### config.mk
export PLATFORM = sky130hd
export DESIGN_NAME = operand_stage_flat
export DESIGN_NICKNAME = d
export VERILOG_FILES = /design/src/rtl/alu_pkg.sv /design/src/rtl/operand_stage_if.sv /design/src/rtl/fwd_mux.sv /design/src/rtl/operand_stage.sv /design/src/flat_wrapper.sv
export SDC_FILE = /design/constraint.sdc
export NUM_CORES = 1
export LEC_CHECK = 0
export CAP_MARGIN = 40
export CORE_MARGIN = 8
export CORE_UTILIZATION = 35
export CTS_BUF_LIST = sky130_fd_sc_hd__clkbuf_4 sky130_fd_sc_hd__clkbuf_8
export DETAILED_ROUTE_END_ITERATION = 10
export PLACE_DENSITY_LB_ADDON = 0.2
export REMOVE_ABC_BUFFERS = 1
export SYNTH_ARGS = -nofsm -noshare
export SYNTH_HDL_FRONTEND = slang
export SYNTH_SLANG_ARGS = --single-unit
### constraint.sdc
create_clock -name clk -period 4.6 [get_ports clk]
set_input_delay 0.92 -clock clk [delete_from_list [all_inputs] [get_ports clk]]
set_output_delay 0.92 -clock clk [all_outputs]
set_load 0.1 [all_outputs]
### src/rtl/alu_pkg.sv
// Shared constants and types for the operand stage and the ALU datapath around it.
package alu_pkg;

    localparam int DW = 16;  // datapath width
    localparam int RA = 4;   // register address width (16 registers)

    // ALU opcodes carried through to execute.
    typedef enum logic [2:0] {
        OP_ADD  = 3'b000,
        OP_INC  = 3'b001,
        OP_CMP  = 3'b010,
        OP_LS   = 3'b011,
        OP_MOVB = 3'b100,
        OP_BNQ  = 3'b101
    } alu_op_e;

    // Control bits that travel with an instruction into the execute stage.
    typedef struct packed {
        logic [2:0] alu_ctrl;
        logic       reg_write;
        logic       mem_read;
        logic       mem_write;
    } ex_ctrl_t;

endpackage

### src/rtl/operand_stage_if.sv
// Bundle of decode-side, forwarding-side and execute-side signals of the operand stage.
interface operand_stage_if #(
    parameter int DW = alu_pkg::DW,
    parameter int RA = alu_pkg::RA
);
    // decode handshake and decoded instruction
    logic          in_valid;
    logic          in_ready;
    logic [RA-1:0] rs1_addr;
    logic [RA-1:0] rs2_addr;
    logic [RA-1:0] rd_addr;
    logic [DW-1:0] rs1_data;
    logic [DW-1:0] rs2_data;
    logic [DW-1:0] imm;
    logic          use_imm;
    logic [2:0]    alu_ctrl;
    logic          reg_write;
    logic          mem_read;
    logic          mem_write;
    logic          flush;

    // forwarding sources
    logic          exm_valid;
    logic          exm_reg_write;
    logic          exm_load;
    logic [RA-1:0] exm_rd;
    logic [DW-1:0] exm_data;
    logic          wb_valid;
    logic          wb_reg_write;
    logic [RA-1:0] wb_rd;
    logic [DW-1:0] wb_data;

    // execute handshake and operands
    logic          ex_valid;
    logic          ex_ready;
    logic [DW-1:0] ex_a;
    logic [DW-1:0] ex_b;
    logic [2:0]    ex_alu_ctrl;
    logic          ex_eq;
    logic [RA-1:0] ex_rd;
    logic          ex_reg_write;
    logic          ex_mem_read;
    logic          ex_mem_write;
    logic [DW-1:0] ex_store_data;

    // surrounding pipeline: drives decode/forwarding/ex_ready, observes the stage outputs
    modport master (
        output in_valid, rs1_addr, rs2_addr, rd_addr, rs1_data, rs2_data, imm, use_imm,
               alu_ctrl, reg_write, mem_read, mem_write, flush,
               exm_valid, exm_reg_write, exm_load, exm_rd, exm_data,
               wb_valid, wb_reg_write, wb_rd, wb_data, ex_ready,
        input  in_ready, ex_valid, ex_a, ex_b, ex_alu_ctrl, ex_eq, ex_rd,
               ex_reg_write, ex_mem_read, ex_mem_write, ex_store_data
    );

    // operand stage itself
    modport slave (
        input  in_valid, rs1_addr, rs2_addr, rd_addr, rs1_data, rs2_data, imm, use_imm,
               alu_ctrl, reg_write, mem_read, mem_write, flush,
               exm_valid, exm_reg_write, exm_load, exm_rd, exm_data,
               wb_valid, wb_reg_write, wb_rd, wb_data, ex_ready,
        output in_ready, ex_valid, ex_a, ex_b, ex_alu_ctrl, ex_eq, ex_rd,
               ex_reg_write, ex_mem_read, ex_mem_write, ex_store_data
    );
endinterface

### src/rtl/fwd_mux.sv
// Forwarding mux for one source operand: EX/MEM result, then WB result, then register file.
module fwd_mux #(
    parameter int DW = alu_pkg::DW,
    parameter int RA = alu_pkg::RA
) (
    input  logic [RA-1:0] rs,
    input  logic [DW-1:0] rf_data,
    input  logic          exm_valid,
    input  logic          exm_reg_write,
    input  logic          exm_load,
    input  logic [RA-1:0] exm_rd,
    input  logic [DW-1:0] exm_data,
    input  logic          wb_valid,
    input  logic          wb_reg_write,
    input  logic [RA-1:0] wb_rd,
    input  logic [DW-1:0] wb_data,
    output logic [DW-1:0] data
);

    // A load in EX/MEM has no data yet; the hazard logic stalls for that case instead.
    logic exm_hit;
    logic wb_hit;

    assign exm_hit = exm_valid & exm_reg_write & ~exm_load & (exm_rd == rs);
    assign wb_hit  = wb_valid & wb_reg_write & (wb_rd == rs);

    // Priority select: the younger EX/MEM result shadows the older WB result.
    always_comb begin
        // NOTE: assigning a default first keeps every path covered so no latch is inferred.
        data = rf_data;
        if (exm_hit) begin
            data = exm_data;
        end else if (wb_hit) begin
            data = wb_data;
        end
    end

endmodule

### src/rtl/operand_stage.sv
// Operand stage: forwards source operands, detects load-use hazards and registers the
// instruction into the execute stage behind a valid/ready handshake.
module operand_stage
    import alu_pkg::*;
#(
    parameter int DW = alu_pkg::DW,
    parameter int RA = alu_pkg::RA
) (
    input  logic           clk,
    input  logic           rst_n,
    operand_stage_if.slave bus
);

    logic [DW-1:0] rs1_fwd;
    logic [DW-1:0] rs2_fwd;
    logic [DW-1:0] a_next;
    logic [DW-1:0] b_next;
    ex_ctrl_t      ctrl_next;

    logic          ex_valid_q;
    ex_ctrl_t      ctrl_q;
    logic [RA-1:0] rd_q;
    logic [DW-1:0] a_q;
    logic [DW-1:0] b_q;
    logic [DW-1:0] sd_q;
    logic          eq_q;

    logic rs1_pend;
    logic rs2_pend;
    logic rs2_used;
    logic hazard;
    logic advance;
    logic take;

    fwd_mux #(.DW(DW), .RA(RA)) u_fwd_rs1 (
        .rs            (bus.rs1_addr),
        .rf_data       (bus.rs1_data),
        .exm_valid     (bus.exm_valid),
        .exm_reg_write (bus.exm_reg_write),
        .exm_load      (bus.exm_load),
        .exm_rd        (bus.exm_rd),
        .exm_data      (bus.exm_data),
        .wb_valid      (bus.wb_valid),
        .wb_reg_write  (bus.wb_reg_write),
        .wb_rd         (bus.wb_rd),
        .wb_data       (bus.wb_data),
        .data          (rs1_fwd)
    );

    fwd_mux #(.DW(DW), .RA(RA)) u_fwd_rs2 (
        .rs            (bus.rs2_addr),
        .rf_data       (bus.rs2_data),
        .exm_valid     (bus.exm_valid),
        .exm_reg_write (bus.exm_reg_write),
        .exm_load      (bus.exm_load),
        .exm_rd        (bus.exm_rd),
        .exm_data      (bus.exm_data),
        .wb_valid      (bus.wb_valid),
        .wb_reg_write  (bus.wb_reg_write),
        .wb_rd         (bus.wb_rd),
        .wb_data       (bus.wb_data),
        .data          (rs2_fwd)
    );

    // A source waits while its producing load sits in our output register or in EX/MEM.
    assign rs1_pend = (ex_valid_q & ctrl_q.mem_read & (rd_q == bus.rs1_addr)) |
                      (bus.exm_valid & bus.exm_load & (bus.exm_rd == bus.rs1_addr));
    assign rs2_pend = (ex_valid_q & ctrl_q.mem_read & (rd_q == bus.rs2_addr)) |
                      (bus.exm_valid & bus.exm_load & (bus.exm_rd == bus.rs2_addr));
    assign rs2_used = ~bus.use_imm | bus.mem_write;
    assign hazard   = bus.in_valid & (rs1_pend | (rs2_used & rs2_pend));

    assign bus.in_ready = ~hazard & (~ex_valid_q | bus.ex_ready);

    // The register moves whenever its content is gone (or killed); it then takes either the
    // incoming instruction or a bubble. A flushed instruction is never taken.
    assign advance = bus.flush | ~ex_valid_q | bus.ex_ready;
    assign take    = ~bus.flush & bus.in_valid & bus.in_ready;

    // Operand selection for the instruction being accepted.
    always_comb begin
        a_next             = rs1_fwd;
        b_next             = bus.use_imm ? bus.imm : rs2_fwd;
        ctrl_next          = '0;
        ctrl_next.alu_ctrl  = bus.alu_ctrl;
        ctrl_next.reg_write = bus.reg_write;
        ctrl_next.mem_read  = bus.mem_read;
        ctrl_next.mem_write = bus.mem_write;
    end

    // Stage output register: load, bubble (everything zero) or hold under back-pressure.
    always_ff @(posedge clk or negedge rst_n) begin
        if (!rst_n) begin
            ex_valid_q <= 1'b0;
            ctrl_q     <= '0;
            rd_q       <= '0;
            a_q        <= '0;
            b_q        <= '0;
            sd_q       <= '0;
            eq_q       <= 1'b0;
        end else if (advance) begin
            // NOTE: non-blocking assignments so every register samples pre-edge values.
            ex_valid_q <= take;
            ctrl_q     <= take ? ctrl_next : '0;
            rd_q       <= take ? bus.rd_addr : '0;
            a_q        <= take ? a_next : '0;
            b_q        <= take ? b_next : '0;
            sd_q       <= take ? rs2_fwd : '0;
            eq_q       <= take & (a_next == b_next);
        end
    end

    assign bus.ex_valid      = ex_valid_q;
    assign bus.ex_alu_ctrl   = ctrl_q.alu_ctrl;
    assign bus.ex_reg_write  = ctrl_q.reg_write;
    assign bus.ex_mem_read   = ctrl_q.mem_read;
    assign bus.ex_mem_write  = ctrl_q.mem_write;
    assign bus.ex_rd         = rd_q;
    assign bus.ex_a          = a_q;
    assign bus.ex_b          = b_q;
    assign bus.ex_store_data = sd_q;
    assign bus.ex_eq         = eq_q;

endmodule

### src/flat_wrapper.sv
// flat-port wrapper written by rule: the top's interface ports become plain ports
module operand_stage_flat import alu_pkg::*;
#(
    parameter int DW = alu_pkg::DW,
    parameter int RA = alu_pkg::RA
)
  (clk, rst_n, bus_in_valid, bus_rs1_addr, bus_rs2_addr, bus_rd_addr, bus_rs1_data, bus_rs2_data, bus_imm, bus_use_imm, bus_alu_ctrl, bus_reg_write, bus_mem_read, bus_mem_write, bus_flush, bus_exm_valid, bus_exm_reg_write, bus_exm_load, bus_exm_rd, bus_exm_data, bus_wb_valid, bus_wb_reg_write, bus_wb_rd, bus_wb_data, bus_ex_ready, bus_in_ready, bus_ex_valid, bus_ex_a, bus_ex_b, bus_ex_alu_ctrl, bus_ex_eq, bus_ex_rd, bus_ex_reg_write, bus_ex_mem_read, bus_ex_mem_write, bus_ex_store_data);
  operand_stage_if #(.DW(DW), .RA(RA)) bus_i ();
  input  logic clk;
  input  logic rst_n;
  input wire logic [$bits(bus_i.in_valid)-1:0] bus_in_valid;
  input wire logic [$bits(bus_i.rs1_addr)-1:0] bus_rs1_addr;
  input wire logic [$bits(bus_i.rs2_addr)-1:0] bus_rs2_addr;
  input wire logic [$bits(bus_i.rd_addr)-1:0] bus_rd_addr;
  input wire logic [$bits(bus_i.rs1_data)-1:0] bus_rs1_data;
  input wire logic [$bits(bus_i.rs2_data)-1:0] bus_rs2_data;
  input wire logic [$bits(bus_i.imm)-1:0] bus_imm;
  input wire logic [$bits(bus_i.use_imm)-1:0] bus_use_imm;
  input wire logic [$bits(bus_i.alu_ctrl)-1:0] bus_alu_ctrl;
  input wire logic [$bits(bus_i.reg_write)-1:0] bus_reg_write;
  input wire logic [$bits(bus_i.mem_read)-1:0] bus_mem_read;
  input wire logic [$bits(bus_i.mem_write)-1:0] bus_mem_write;
  input wire logic [$bits(bus_i.flush)-1:0] bus_flush;
  input wire logic [$bits(bus_i.exm_valid)-1:0] bus_exm_valid;
  input wire logic [$bits(bus_i.exm_reg_write)-1:0] bus_exm_reg_write;
  input wire logic [$bits(bus_i.exm_load)-1:0] bus_exm_load;
  input wire logic [$bits(bus_i.exm_rd)-1:0] bus_exm_rd;
  input wire logic [$bits(bus_i.exm_data)-1:0] bus_exm_data;
  input wire logic [$bits(bus_i.wb_valid)-1:0] bus_wb_valid;
  input wire logic [$bits(bus_i.wb_reg_write)-1:0] bus_wb_reg_write;
  input wire logic [$bits(bus_i.wb_rd)-1:0] bus_wb_rd;
  input wire logic [$bits(bus_i.wb_data)-1:0] bus_wb_data;
  input wire logic [$bits(bus_i.ex_ready)-1:0] bus_ex_ready;
  output wire logic [$bits(bus_i.in_ready)-1:0] bus_in_ready;
  output wire logic [$bits(bus_i.ex_valid)-1:0] bus_ex_valid;
  output wire logic [$bits(bus_i.ex_a)-1:0] bus_ex_a;
  output wire logic [$bits(bus_i.ex_b)-1:0] bus_ex_b;
  output wire logic [$bits(bus_i.ex_alu_ctrl)-1:0] bus_ex_alu_ctrl;
  output wire logic [$bits(bus_i.ex_eq)-1:0] bus_ex_eq;
  output wire logic [$bits(bus_i.ex_rd)-1:0] bus_ex_rd;
  output wire logic [$bits(bus_i.ex_reg_write)-1:0] bus_ex_reg_write;
  output wire logic [$bits(bus_i.ex_mem_read)-1:0] bus_ex_mem_read;
  output wire logic [$bits(bus_i.ex_mem_write)-1:0] bus_ex_mem_write;
  output wire logic [$bits(bus_i.ex_store_data)-1:0] bus_ex_store_data;
  assign bus_i.in_valid = bus_in_valid;
  assign bus_i.rs1_addr = bus_rs1_addr;
  assign bus_i.rs2_addr = bus_rs2_addr;
  assign bus_i.rd_addr = bus_rd_addr;
  assign bus_i.rs1_data = bus_rs1_data;
  assign bus_i.rs2_data = bus_rs2_data;
  assign bus_i.imm = bus_imm;
  assign bus_i.use_imm = bus_use_imm;
  assign bus_i.alu_ctrl = bus_alu_ctrl;
  assign bus_i.reg_write = bus_reg_write;
  assign bus_i.mem_read = bus_mem_read;
  assign bus_i.mem_write = bus_mem_write;
  assign bus_i.flush = bus_flush;
  assign bus_i.exm_valid = bus_exm_valid;
  assign bus_i.exm_reg_write = bus_exm_reg_write;
  assign bus_i.exm_load = bus_exm_load;
  assign bus_i.exm_rd = bus_exm_rd;
  assign bus_i.exm_data = bus_exm_data;
  assign bus_i.wb_valid = bus_wb_valid;
  assign bus_i.wb_reg_write = bus_wb_reg_write;
  assign bus_i.wb_rd = bus_wb_rd;
  assign bus_i.wb_data = bus_wb_data;
  assign bus_i.ex_ready = bus_ex_ready;
  assign bus_in_ready = bus_i.in_ready;
  assign bus_ex_valid = bus_i.ex_valid;
  assign bus_ex_a = bus_i.ex_a;
  assign bus_ex_b = bus_i.ex_b;
  assign bus_ex_alu_ctrl = bus_i.ex_alu_ctrl;
  assign bus_ex_eq = bus_i.ex_eq;
  assign bus_ex_rd = bus_i.ex_rd;
  assign bus_ex_reg_write = bus_i.ex_reg_write;
  assign bus_ex_mem_read = bus_i.ex_mem_read;
  assign bus_ex_mem_write = bus_i.ex_mem_write;
  assign bus_ex_store_data = bus_i.ex_store_data;
  operand_stage #(.DW(DW), .RA(RA)) u_core (.clk(clk), .rst_n(rst_n), .bus(bus_i));
endmodule
---- Yosys cells after proc, flatten, opt, wreduce, memory -nomap -nowiden ----
Index checks and enable logic that the tools add are counted.
word-level totals
  register bits after elaboration ......... 60
  input bits .............................. 117
  output and inout bits ................... 61
  logic and storage cells ................. 58
operators by class
  equality and inequality tests ........... 7
  muxes and demuxes ....................... 10
  bitwise logic cells ..................... 31
operator list
  operator        number
  $mux W16        8
  $eq A4 B4 Y1    6
  $and A1 B1 Y1   19
  $eq A16 B16 Y1  1
  $or A1 B1 Y1    7
  $mux W6         1
  $not A1 Y1      5
  $mux W4         1

---- Logic depth before layout (Yosys ltp) ----
  depth after elaboration ................. 10
  depth in mapped cells ................... 10
  mapped depth without buffers ............ 8

---- Hierarchy ----
Synthesis repeated with hierarchy kept, for this count alone.
unflattened totals
  cell total of the unflattened synthesis .. 411
  area total of the unflattened synthesis .. 4103.9 um^2
modules (own cells, without submodules)
  module         instances  cells each  area each (um^2)  sequential area each (um^2)
  operand_stage  1          219         2822.7            1501.4
  fwd_mux        2          96          640.6             0.0

---- Worst setup path before layout ----
No wires, ideal clock.
  kind .................................... input -> output
  start point ............................. input port bus_exm_rd[3]
  end point ............................... output port bus_in_ready
  data arrival time ....................... 3043 ps
  required time ........................... 3680 ps
  setup slack ............................. 637 ps
  cell stages on the path ................. 5
  path buffers ............................ 0
  cell sequence ........................... xnor2_1 > nand4_1 > o32a_1 > o21ai_0 > a21oi_1
between the ends
  longest elaborated chain between the ends .. 8
  elaborated cells on any way between the ends .. 11
  classes of those cells .................. eq/ne: 2; bitwise: 9
RTL lines
  element             RTL line             RTL
  start: declaration  flat_wrapper.sv:27   input wire logic [$bits(bus_i.exm_rd)-1:0] bus_exm_rd;
  $eq A4 B4 Y1        operand_stage.sv:69  (bus.exm_valid & bus.exm_load & (bus.exm_rd == bus.rs2_addr));
  $and A1 B1 Y1       operand_stage.sv:69
  $or A1 B1 Y1        operand_stage.sv:68  assign rs2_pend = (ex_valid_q & ctrl_q.mem_read & (rd_q == bus.rs2_addr)) |
  $and A1 B1 Y1       operand_stage.sv:71  assign hazard = bus.in_valid & (rs1_pend | (rs2_used & rs2_pend));
  $or A1 B1 Y1 (*)    operand_stage.sv:71
  $and A1 B1 Y1 (*)   operand_stage.sv:71
  $not A1 Y1 (*)      operand_stage.sv:73  assign bus.in_ready = ~hazard & (~ex_valid_q | bus.ex_ready);
  $and A1 B1 Y1 (*)   operand_stage.sv:73
  end: declaration    flat_wrapper.sv:34   output wire logic [$bits(bus_i.in_ready)-1:0] bus_in_ready;
Every way passes the cells marked *; elsewhere a longest branch is shown, timed or not.

---- Worst setup path in the final report ----
  start point ............................. input port bus_exm_rd[1]
  end point ............................... output port bus_in_ready
Same word-level chain as after synthesis.

==> results.yml <==
place:
  hpwl_um: 12600
  gp_congestion: 0.917
  dpl_cell_area_um2: 6960
  port_buffers: 177
  dp_slack_ps: 534
  post-place-cells: 817
drt:
  drt_drc_violations_left: 0
  drt_iter0_drc: 387
  met3_length_um: 1710
  via_count: 4691
  vias_per_cell: 5.63
  wl_met2_um: 8370
  dr.pass1.iters: 5
  met1Wirelength_um: 6680
  finalWirelength_um: 17000
  highest_layer: "met4"
  ant_nets: 0
  wire_per_inst_um: 20.4
sta:
  slew_headroom_pct: 34.8
  setup_ws_ps: 742
  fin_setup_tns_ps: 0
  hold_viol: 0
  timing.final.crit_share_pct: 83.9
  fin_crit_ps: 3860
  timing.hold.ws_ps: 485
  tightest_slew_ps: 978
  finalClockSkew_ps: 7.01
  drv_slew: 0
  fmax_mhz: 259
  rsz0062_at_grt: "no"
  setup_viol_count_final: 0
clock_network:
  cts.root.buffer_cell: "clkbuf_8"
  cts_tree: "built"
  clk_latency_ps: 330
  cts_buffers: 9
  h-tree-depth: 3
  holdBufCountCts: 0
  cts_sinks: 60
  cts_resized: 0
  cts_buffer_depth: 2
  clkTransAtPathRegs_ps: 80
  cts_setup_buffers: 0
critical_path:
  ff2ff_path_depth: 7
  crit_path_start_kind: "input port"
  cpMaxStageDelayCell: "clkdlybuf4s50_1"
  path_depth: 7
  cp_top_family: "compound AO/OA/AOI/OAI gates"
  critical_path.max_stage_delay_ps: 470
  cp-end-kind: "output port"
  crit-reg2reg-launch: "u_core.bus.ex_rd[2]"
  path_buf_inv: 2
  crit_chain: "clkdlybuf4s50_1 -> xor2_1 -> nor4_4 -> a32oi_1 -> o21ai_0 -> a21oi_1 -> buf_12"
  crit_start: "bus_exm_rd[1]"
  path_max_fanout: 3
  arrival_ps: 2940
  endpoint: "bus_in_ready"
  r2r-end: "u_core.bus.ex_store_data[14]"
  crit_type: "in2out"
  r2r_slack_ps: 2060
  cp.required_ps: 3680
synthesis:
  ys_seq_area_share_pct: 37.6
  synth_top_area_share_pct: 37.6
  ys_seq_elements: 60
  yosys-mux-area-fraction_pct: 0.752
  synth_edf_count: 0
  synth.area.top_cells: "dfrtp_1 38%, a22o_1 7.9%, xnor2_1 5.0%"
  async_flop_share_pct: 100
  synth_flop_cell: "dfrtp_1"
  yosysTopAreaCell: "dfrtp_1"
  syn_area_um2: 4000
  synth_compound_area_share_pct: 29.5
  postSynthCellCount: 462
  ys_top_cells_by_count: "60 x dfrtp_1, 40 x o21ai_0, 36 x a22o_1, 36 x clkbuf_1, 32 x inv_1"
  yosys.area_share.adder_pct: 0
  syn_avg_cell_area_um2: 8.65
  synth_simple_gate_area_share_pct: 17.0
  yosysMostFrequentCell: "dfrtp_1"
  ys_warn_count: 0
  synthXorXnorAreaFrac_pct: 8.11
  yosysUniqueCellTypes: 42
  synth_top_family_by_area: "compound AO/OA/AOI/OAI gates"
power:
  finalPower_mw: 1.75
  p_leak_nw: 3.00
  ir_drop_mv: 0.155
  powerDensity_nw_per_um2: 245
  netSwitchingPower_mw: 0.671
  p_int_mw: 1.08
  sw_frac_of_total_pct: 38.4
  sequentialPowerShare_pct: 32.9
  p_clk_share_pct: 25.5
  p_comb_share_pct: 41.6
die:
  fp-row-count: 39
  coreArea_um2: 11300
  die_area_um2: 15100
  fp.dieH_um: 123
  initial_utilization_pct: 35.4
  fp.dieW_um: 123
  boundaryPins: 178
finish:
  nFillCells: 920
  fin_area_um2: 7140
  final_nets: 802
  drive_gt1_share_pct: 15.5
  post-route-util_pct: 63.3
  fin_cells: 833
  synthToLayoutAreaGrowth_pct: 78.7
  antennaDiodeCount: 0
global_routing:
  track_usage_pct: 22.8
  antenna_found_initial: 0
  grt_first_pass_wirelength_um: 26900
  grt_start_max_net_pins: 41
  gr-total-overflow: 0
  grt_pass1_vias: 4979
min_path:
  hp-class: "reg2reg"
status:
  status: "complete, no violations"
run:
  drv_cap: 0
-- layout make-up --
type | instances | area (um2) | share of cell area (%)
inverters | 32 | 120 | 1.68
flip-flops and latches | 60 | 1500 | 21.0
clock inverters | 5 | 36.3 | 0.508
repair buffers | 252 | 2910 | 40.7
multi-input cells | 330 | 2250 | 31.5
well taps | 143 | 179 | 2.51
clock buffers | 11 | 145 | 2.03
-- worst min-delay path by stage --
| stage | slack (ps) | cells after the start | to | startpoint |
|---|---|---|---|---|
| floorplan | 620 | 0 | u_core.bus.ex_a[0] | rst_n |
| global placement | 470 | 2 | u_core.bus.ex_store_data[8] | u_core.bus.ex_store_data[8] |
| detailed placement | 470 | 2 | u_core.bus.ex_b[8] | u_core.bus.ex_b[8] |
| CTS | 490 | 2 | u_core.bus.ex_b[8] | u_core.bus.ex_b[8] |
| finish | 490 | 2 | u_core.bus.ex_b[8] | u_core.bus.ex_b[8] |
| global route | 510 | 2 | u_core.bus.ex_store_data[14] | u_core.bus.ex_store_data[14] |
-- per-layer routing --
layer	global-route usage (%)	vias to the layer above
met5	0	-
met4	6.17	0
met3	5.61	26
met2	37.4	298
met1	29.3	2228
li1	-	2139
-- state kept, by name, indices dropped and copies added (netlist names) --
signal	cells
u_core.bus.ex_valid	1
u_core.bus.ex_reg_write	1
u_core.bus.ex_a	16
u_core.bus.ex_store_data	16
u_core.bus.ex_alu_ctrl	3
u_core.bus.ex_b	16
u_core.bus.ex_mem_write	1
u_core.bus.ex_eq	1
u_core.bus.ex_rd	4
u_core.bus.ex_mem_read	1
-- power by group through the flow --
stage	combinational (mW)	clock (mW)	sequential (mW)
floorplan	0.150	0	0.789
global placement	0.612	0	0.584
detailed placement	0.725	0	0.583
CTS	0.728	0.457	0.574
global route	0.760	0.486	0.577
finish	0.727	0.445	0.574
-- cell usage in the layout, fill, tap and decap left out, types with 2 or more instances in the layout --
| master | Yosys | layout |
|---|---|---|
| buf_4 | 0 | 14 |
| mux2i_1 | 3 | 3 |
| nor3_1 | 24 | 23 |
| and3_1 | 15 | 15 |
| a32oi_1 | 15 | 15 |
| inv_1 | 32 | 32 |
| a31oi_1 | 12 | 12 |
| nor4_2 | 4 | 3 |
| nand2_1 | 29 | 29 |
| a31oi_2 | 3 | 3 |
| or3_1 | 15 | 15 |
| o31ai_1 | 20 | 20 |
| buf_16 | 0 | 9 |
| nor2b_1 | 3 | 2 |
| o21ai_0 | 40 | 40 |
| clkdlybuf4s50_1 | 0 | 175 |
| a21oi_1 | 4 | 4 |
| a21boi_0 | 14 | 14 |
| nor4_1 | 2 | 2 |
| nor2_1 | 27 | 26 |
| dfrtp_1 | 60 | 60 |
| xnor2_1 | 23 | 23 |
| clkbuf_8 | 0 | 10 |
| and2_1 | 2 | 2 |
| xor2_1 | 14 | 14 |
| o22a_1 | 8 | 8 |
| nand2b_1 | 2 | 2 |
| buf_8 | 0 | 51 |
| nand4_1 | 2 | 2 |
| clkinvlp_4 | 0 | 3 |
| a22o_1 | 36 | 36 |
-- worst register-to-register path: cells and delay by family, from the launching register on --
| family | cells | cell delay (ps) |
|---|---|---|
| XOR/XNOR | 1 | 200 |
| AO/OA/AOI/OAI | 3 | 630 |
| buffers and inverters | 1 | 290 |
| flip-flops | 1 | 440 |
| AND/OR/NAND/NOR | 2 | 870 |
-- logic make-up (layout without fill, tap and decap cells) --
| kind of cell | count (synthesis) | count (layout) |
|---|---|---|
| AOI/OAI and AO/OA | 160 | 160 |
| xor gates and xnor gates | 37 | 37 |
| buffers and inverters | 72 | 300 |
| DFF | 60 | 60 |
| muxes | 3 | 3 |
| and+or+nand+nor | 130 | 130 |
Power figures use the tool's default switching activity.
